File: src/rtl/inst_fetch_pc_unit.sv
// ----------------------------------------------------------------------------
// inst_fetch_pc_unit
//   Owns the program counter and the instruction-fetch path that feeds decode.
//   A fetch request drives the IM address, waits MEM_LAT cycles, latches the
//   instruction word and then pulses o_inst_valid. The decoded fields and the
//   sign-extended immediate are taken from the latched word. A PC-update pulse
//   commits pc+4 or pc+imm, or halts the unit when the target is illegal.
//
// Ports
//   i_clk, i_rst        clock (rising edge), asynchronous active-high reset
//   i_fetch_req         1-cycle pulse, fetch at current PC (ignored when busy/halted)
//   i_pc_update         1-cycle pulse, commit next PC (honoured in IDLE only)
//   i_branch_flag       qualifies i_pc_update: 1 = pc+imm, 0 = pc+4
//   i_im_rdata          IM read data
//   o_im_addr, o_im_ren IM byte address (= PC) and read strobe
//   o_inst_valid        1-cycle pulse once decoded outputs are updated
//   o_busy              fetch in progress
//   o_pc                current PC
//   o_opcode .. o_rd    raw instruction fields
//   o_imm               sign-extended immediate (I/S/B formats, else 0)
//   o_invalid_pc        combinational, next-PC target is illegal
//   o_halted            sticky, set after an illegal PC update
// ----------------------------------------------------------------------------
// state  | meaning
// S_IDLE | waiting for a fetch request or a PC update
// S_WAIT | IM read outstanding, counting memory latency
// S_DONE | instruction latched, o_inst_valid asserted on exit
// S_HALT | illegal PC update seen, absorbing until reset
// ----------------------------------------------------------------------------
module inst_fetch_pc_unit #(
   parameter int ADDR_WIDTH = 32,
   parameter int DATA_WIDTH = 32,
   parameter int IM_BYTES   = 4096,
   parameter int MEM_LAT    = 2,
   parameter int RESET_PC   = 0
) (
   input  logic                  i_clk,
   input  logic                  i_rst,
   input  logic                  i_fetch_req,
   input  logic                  i_pc_update,
   input  logic                  i_branch_flag,
   input  logic [DATA_WIDTH-1:0] i_im_rdata,
   output logic [ADDR_WIDTH-1:0] o_im_addr,
   output logic                  o_im_ren,
   output logic                  o_inst_valid,
   output logic                  o_busy,
   output logic [ADDR_WIDTH-1:0] o_pc,
   output logic [6:0]            o_opcode,
   output logic [6:0]            o_func7,
   output logic [2:0]            o_func3,
   output logic [4:0]            o_rs1,
   output logic [4:0]            o_rs2,
   output logic [4:0]            o_rd,
   output logic [ADDR_WIDTH-1:0] o_imm,
   output logic                  o_invalid_pc,
   output logic                  o_halted
);

   localparam int CNT_W = (MEM_LAT > 1) ? $clog2(MEM_LAT) : 1;
   localparam logic [CNT_W-1:0]      CNT_LAST = CNT_W'(MEM_LAT - 1);
   localparam logic [ADDR_WIDTH-1:0] PC_LIMIT = ADDR_WIDTH'(IM_BYTES);
   localparam logic [ADDR_WIDTH-1:0] PC_RST   = ADDR_WIDTH'(RESET_PC);

   typedef enum logic [1:0] {
      S_IDLE = 2'd0,
      S_WAIT = 2'd1,
      S_DONE = 2'd2,
      S_HALT = 2'd3
   } state_t;

   state_t                  state;
   logic [CNT_W-1:0]        cnt;
   logic [ADDR_WIDTH-1:0]   pc;
   logic [DATA_WIDTH-1:0]   inst;
   logic [ADDR_WIDTH-1:0]   imm;
   logic [ADDR_WIDTH-1:0]   nxt_pc;
   logic                    nxt_bad;
   logic                    upd_take;

   // Field extraction always reads the latched word, so reset gives all zeros.
   assign o_opcode = inst[6:0];
   assign o_rd     = inst[11:7];
   assign o_func3  = inst[14:12];
   assign o_rs1    = inst[19:15];
   assign o_rs2    = inst[24:20];
   assign o_func7  = inst[31:25];

   always_comb begin
      imm = '0;
      case (inst[6:0])
         7'b0010011, 7'b0000011, 7'b0000111:
            imm = {{(ADDR_WIDTH-12){inst[31]}}, inst[31:20]};
         7'b0100011, 7'b0100111:
            imm = {{(ADDR_WIDTH-12){inst[31]}}, inst[31:25], inst[11:7]};
         7'b1100011:
            imm = {{(ADDR_WIDTH-13){inst[31]}}, inst[31], inst[7],
                   inst[30:25], inst[11:8], 1'b0};
         default:
            imm = '0;
      endcase
   end

   assign o_imm = imm;

   // Wrap-around add; an unsigned compare then catches negative wraps as out of range.
   assign nxt_pc       = i_branch_flag ? (pc + imm) : (pc + ADDR_WIDTH'(4));
   assign nxt_bad      = (nxt_pc >= PC_LIMIT) || (nxt_pc[1:0] != 2'b00);
   assign upd_take     = i_pc_update && (state == S_IDLE);
   assign o_invalid_pc = upd_take && nxt_bad;

   assign o_pc      = pc;
   assign o_im_addr = pc;
   assign o_busy    = (state == S_WAIT) || (state == S_DONE);

   always_ff @(posedge i_clk or posedge i_rst) begin
      if (i_rst) begin
         state        <= S_IDLE;
         cnt          <= '0;
         pc           <= PC_RST;
         inst         <= '0;
         o_im_ren     <= 1'b0;
         o_inst_valid <= 1'b0;
         o_halted     <= 1'b0;
      end else begin
         o_im_ren     <= 1'b0;
         o_inst_valid <= 1'b0;
         case (state)
            S_IDLE: begin
               // An update in the same cycle as a fetch request wins; the fetch is dropped.
               if (i_pc_update) begin
                  if (nxt_bad) begin
                     o_halted <= 1'b1;
                     state    <= S_HALT;
                  end else begin
                     pc <= nxt_pc;
                  end
               end else if (i_fetch_req) begin
                  cnt      <= '0;
                  o_im_ren <= 1'b1;
                  state    <= S_WAIT;
               end
            end
            S_WAIT: begin
               if (cnt == CNT_LAST) begin
                  inst  <= i_im_rdata;
                  state <= S_DONE;
               end else begin
                  cnt <= cnt + 1'b1;
               end
            end
            S_DONE: begin
               o_inst_valid <= 1'b1;
               state        <= S_IDLE;
            end
            S_HALT: begin
               state <= S_HALT;
            end
            default: begin
               state <= S_IDLE;
            end
         endcase
      end
   end

endmodule

File: config.mk
export PLATFORM = sky130hd
export DESIGN_NAME = inst_fetch_pc_unit
export DESIGN_NICKNAME = d
export VERILOG_FILES = /design/src/rtl/inst_fetch_pc_unit.sv
export SDC_FILE = /design/constraint.sdc
export NUM_CORES = 1
export LEC_CHECK = 0
export BUFFER_PORTS_ARGS = -buffer_cell sky130_fd_sc_hd__buf_2
export CAP_MARGIN = 20
export CORE_ASPECT_RATIO = 2
export CORE_UTILIZATION = 50
export CTS_BUF_LIST = sky130_fd_sc_hd__clkbuf_16
export DETAILED_ROUTE_END_ITERATION = 8
export PLACE_DENSITY = 0.8
export REMOVE_ABC_BUFFERS = 1
export SETUP_SLACK_MARGIN = 0.15
export SYNTH_ARGS = -nofsm -noshare
export SYNTH_HDL_FRONTEND = slang
export SYNTH_SLANG_ARGS = --single-unit
File: constraint.sdc
create_clock -name i_clk -period 8.7 [get_ports i_clk]
set_input_delay 0.435 -clock i_clk [delete_from_list [all_inputs] [get_ports i_clk]]
set_output_delay 0.435 -clock i_clk [all_outputs]
set_load 0.02 [all_outputs]
==> out/metrics.csv <==
stage;metric;value;unit
run_status;status;complete, no violations;
clock_network;cts.path.max_buffers;2;
cells_and_area;fin_nets;879;
logic_synthesis;synthArstFlopShare;100;%
logic_synthesis;synthesis.area;5990;um2
grt;grt_pass1_vias;5745;
grt;grt_pass1_wl;28.5;mm
logic_synthesis;avgSynthCellArea;8.55;um2
sta;post-route-min-period;5.85;ns
clock_network;cts.sinks;70;
grt;grt_max_degree;71;
power;p_leak;3.38;nW
logic_synthesis;ys_ff_latch;70;
place;port_buffers;169;
logic_synthesis;postSynthCellCount;700;
clock_network;clock_latency;0.35;ns
sta;fin_crit_sh;67.3;%
route;dr.first_iter.drc_count;280;
cells_and_area;drive_above_1_share;29.5;%
die;coreArea;11700;um2
place;place_hpwl;14.3;mm
logic_synthesis;yosysSeqAreaShare;29.3;%
critical_path;end_kind;output port;
cells_and_area;synthToLayoutAreaGrowth;14.4;%
logic_synthesis;synth_edf_count;0;
cells_and_area;final_cell_mix;buf_2, dfrtp_1, nand2_1;
sta;clock.fmax;171;MHz
logic_synthesis;yosysTopAreaCell;dfrtp_1;
clock_network;postCtsHoldBufs;0;
route;first_pass_iters;5;
critical_path;critPathMaxStageDelay;0.54;ns
cells_and_area;layout_commonest_cell;buf_2;
clock_network;cts_setup_buffers;0;
sta;relSlewSlack;42.1;%
logic_synthesis;yosys.cell_types.count;73;
clock_network;ctsRootBufferMaster;clkbuf_16;
grt;gr-total-overflow;0;
grt;antenna_found_initial;0;
clock_network;clkSlewWorstSetupHoldPaths;0.06;ns
sta;hold_viol_final;0;
die;io_pins;170;
sta;hold-worst-slack;0.320;ns
route;vias;5830;
clock_network;cts-htree-levels;3;
run;maxCapViolations;0;
clock_network;cts_tree;yes;
route;wl_per_cell;19.4;um
die;dieArea;12400;um2
logic_synthesis;synth_top_area_share;29.3;%
die;die_h;157;um
critical_path;critPathArrivalTime;5.42;ns
sta;final-setup-viol-count;0;
critical_path;cp-start-kind;flop;
critical_path;path_class;flop to output port;
power;power.density;226;nW/um2
logic_synthesis;synthTopCellsByArea;dfrtp_1, ha_1, buf_4;
place;place_congestion;1.05;
route;antenna_left;0;
route;wl;18.6;mm
die;num_rows;56;
sta;worst_pin_slew;0.869;ns
critical_path;cp_cell_sequence;mux2_2 -> o22a_1 -> nor2_1 -> and2_1 -> buf_4 -> ha_1 -> a21oi_1 -> o21ai_0 -> or2_0 -> o21ai_0 -> o311ai_1 -> nor4_1 -> nand4_1 -> nor4_4 -> and4_1 -> nor2_1 -> buf_2;
sta;slew_violations;0;
route;vias_per_cell;6.10;
die;start_util;51.2;%
critical_path;crit_fanout;40;
critical_path;slowest_stage;and4_1;
sta;rsz0062_at_grt;false;
power;vdd_drop_max;0.000201;V
clock_network;cts_buffers;9;
sta;fin_skew;0.0146;ns
route;drc_errors;0;
sta;finalSetupTns;0;ns
critical_path;cp.required;8.27;ns
logic_synthesis;synth_warnings;0;
die;die_x;79.4;um
logic_synthesis;synth_ff_type;dfrtp_1;
clock_network;cts_resized;0;
min_path;hold_class;input pin to flop;
cells_and_area;antenna_cells;0;
grt;grtUsageTotal;30.4;%
[logic make-up (layout without fill, tap and decap cells)]
family,Yosys count,in the layout,share of synthesized area (%)
compound gates,174,174,19.0
xor+xnor,37,37,5.41
buf+inv,98,208,9.88
simple gates,250,250,22.3
mux,34,34,6.37
fa+ha+maj,37,37,7.86
flops,70,70,29.3
[worst max-delay path: cells and delay by family (launching register included)]
| family | cells | cell delay [ns] |
|---|---|---|
| and+or+nand+nor | 8 | 2.23 |
| muxes | 1 | 0.30 |
| buffers and inverters | 2 | 0.52 |
| DFF | 1 | 0.47 |
| adders and majority gates | 1 | 0.43 |
| AOI/OAI and AO/OA | 5 | 1.09 |
[path summary, 6_finish.rpt]
check,endpoint,cells after the start,slack [ns],start
worst max-delay path,o_invalid_pc,17,2.85,inst[6]$_DFFE_PP0P_
worst min-delay path,inst[15]$_DFFE_PP0P_,2,0.32,i_im_rdata[15]
worst max register to register,o_im_addr[14]$_DFFE_PP0P_,17,3.09,inst[6]$_DFFE_PP0P_
worst min register to register,o_halted$_DFFE_PP0P_,1,0.46,o_halted$_DFFE_PP0P_
max in group asynchronous,o_im_addr[14]$_DFFE_PP0P_,3,7.79,i_rst
min in group asynchronous,o_im_addr[9]$_DFFE_PP0P_,3,0.36,i_rst
[state kept, by name (all words and copies together) (netlist names)]
name and cells:
inst 32, cnt 1, o_inst_valid 1, o_im_ren 1, state 2, o_halted 1
o_im_addr 32
[cells in the mapped netlist, drive strengths merged (2+ instances only)]
| cell type | n |
|---|---|
| dfrtp | 70 |
| buf | 69 |
| nand2 | 55 |
| a21oi | 51 |
| nor2 | 44 |
| o21ai | 39 |
| ha | 36 |
| and2 | 35 |
| mux2 | 33 |
| nor3 | 26 |
| nand3 | 23 |
| xor2 | 19 |
| inv | 18 |
| nand4 | 18 |
| xnor2 | 18 |
| a21o | 12 |
| clkbuf | 10 |
| a211oi | 9 |
| a31oi | 9 |
| nor4 | 9 |
| nand2b | 8 |
| and3 | 7 |
| o21a | 6 |
| and4 | 5 |
| o211ai | 5 |
| or3 | 5 |
| a311oi | 4 |
| nor2b | 4 |
| or2 | 4 |
| a21boi | 3 |
| a22o | 3 |
| a31o | 3 |
| o22ai | 3 |
| o31ai | 3 |
| or4 | 3 |
| a211o | 2 |
| a22oi | 2 |
| a311o | 2 |
| nand3b | 2 |
| o211a | 2 |
| o21bai | 2 |
| o22a | 2 |
| o311ai | 2 |
[metrics by stage]
step	utilization, %	instances	instance area, um2	power (W)	setup slack, ns
floorplan	-	621	5470	0.000935	1.07
global placement	55.8	939	6520	0.00113	3.26
detailed placement	55.8	939	6520	0.00115	3.19
CTS	58.5	955	6850	0.00155	2.95
global route	58.5	955	6850	0.00162	2.52
finish	58.5	955	6850	0.00155	2.85
[final cells by class]
| class | count | area (um2) |
|---|---|---|
| Multi-Input combinational cell | 532 | 3640 |
| Clock buffer | 9 | 225 |
| Clock inverter | 7 | 97.6 |
| Inverter | 19 | 71.3 |
| Tap cell | 145 | 181 |
| Timing Repair Buffer | 173 | 876 |
| Fill cell | 1077 | 4850 |
| Sequential cell | 70 | 1750 |
[report_power, final]
| group | internal [W] | leakage (nW) | switching (W) | total [W] |
|---|---|---|---|---|
| Sequential | 0.000414 | 0.874 | 0.0000686 | 0.000483 |
| Clock | 0.000252 | 0.157 | 0.000149 | 0.000401 |
| Combinational | 0.000267 | 2.35 | 0.000396 | 0.000663 |
[layer usage]
metal	global-route usage (%)	vias to the layer above	wire (um)
li1	-	2709	-
met1	28.2	2730	6270
met2	56.1	299	9750
met3	4.96	92	940
met4	25.0	0	1610
met5	0	-	0
Power figures use the tool's default switching activity.
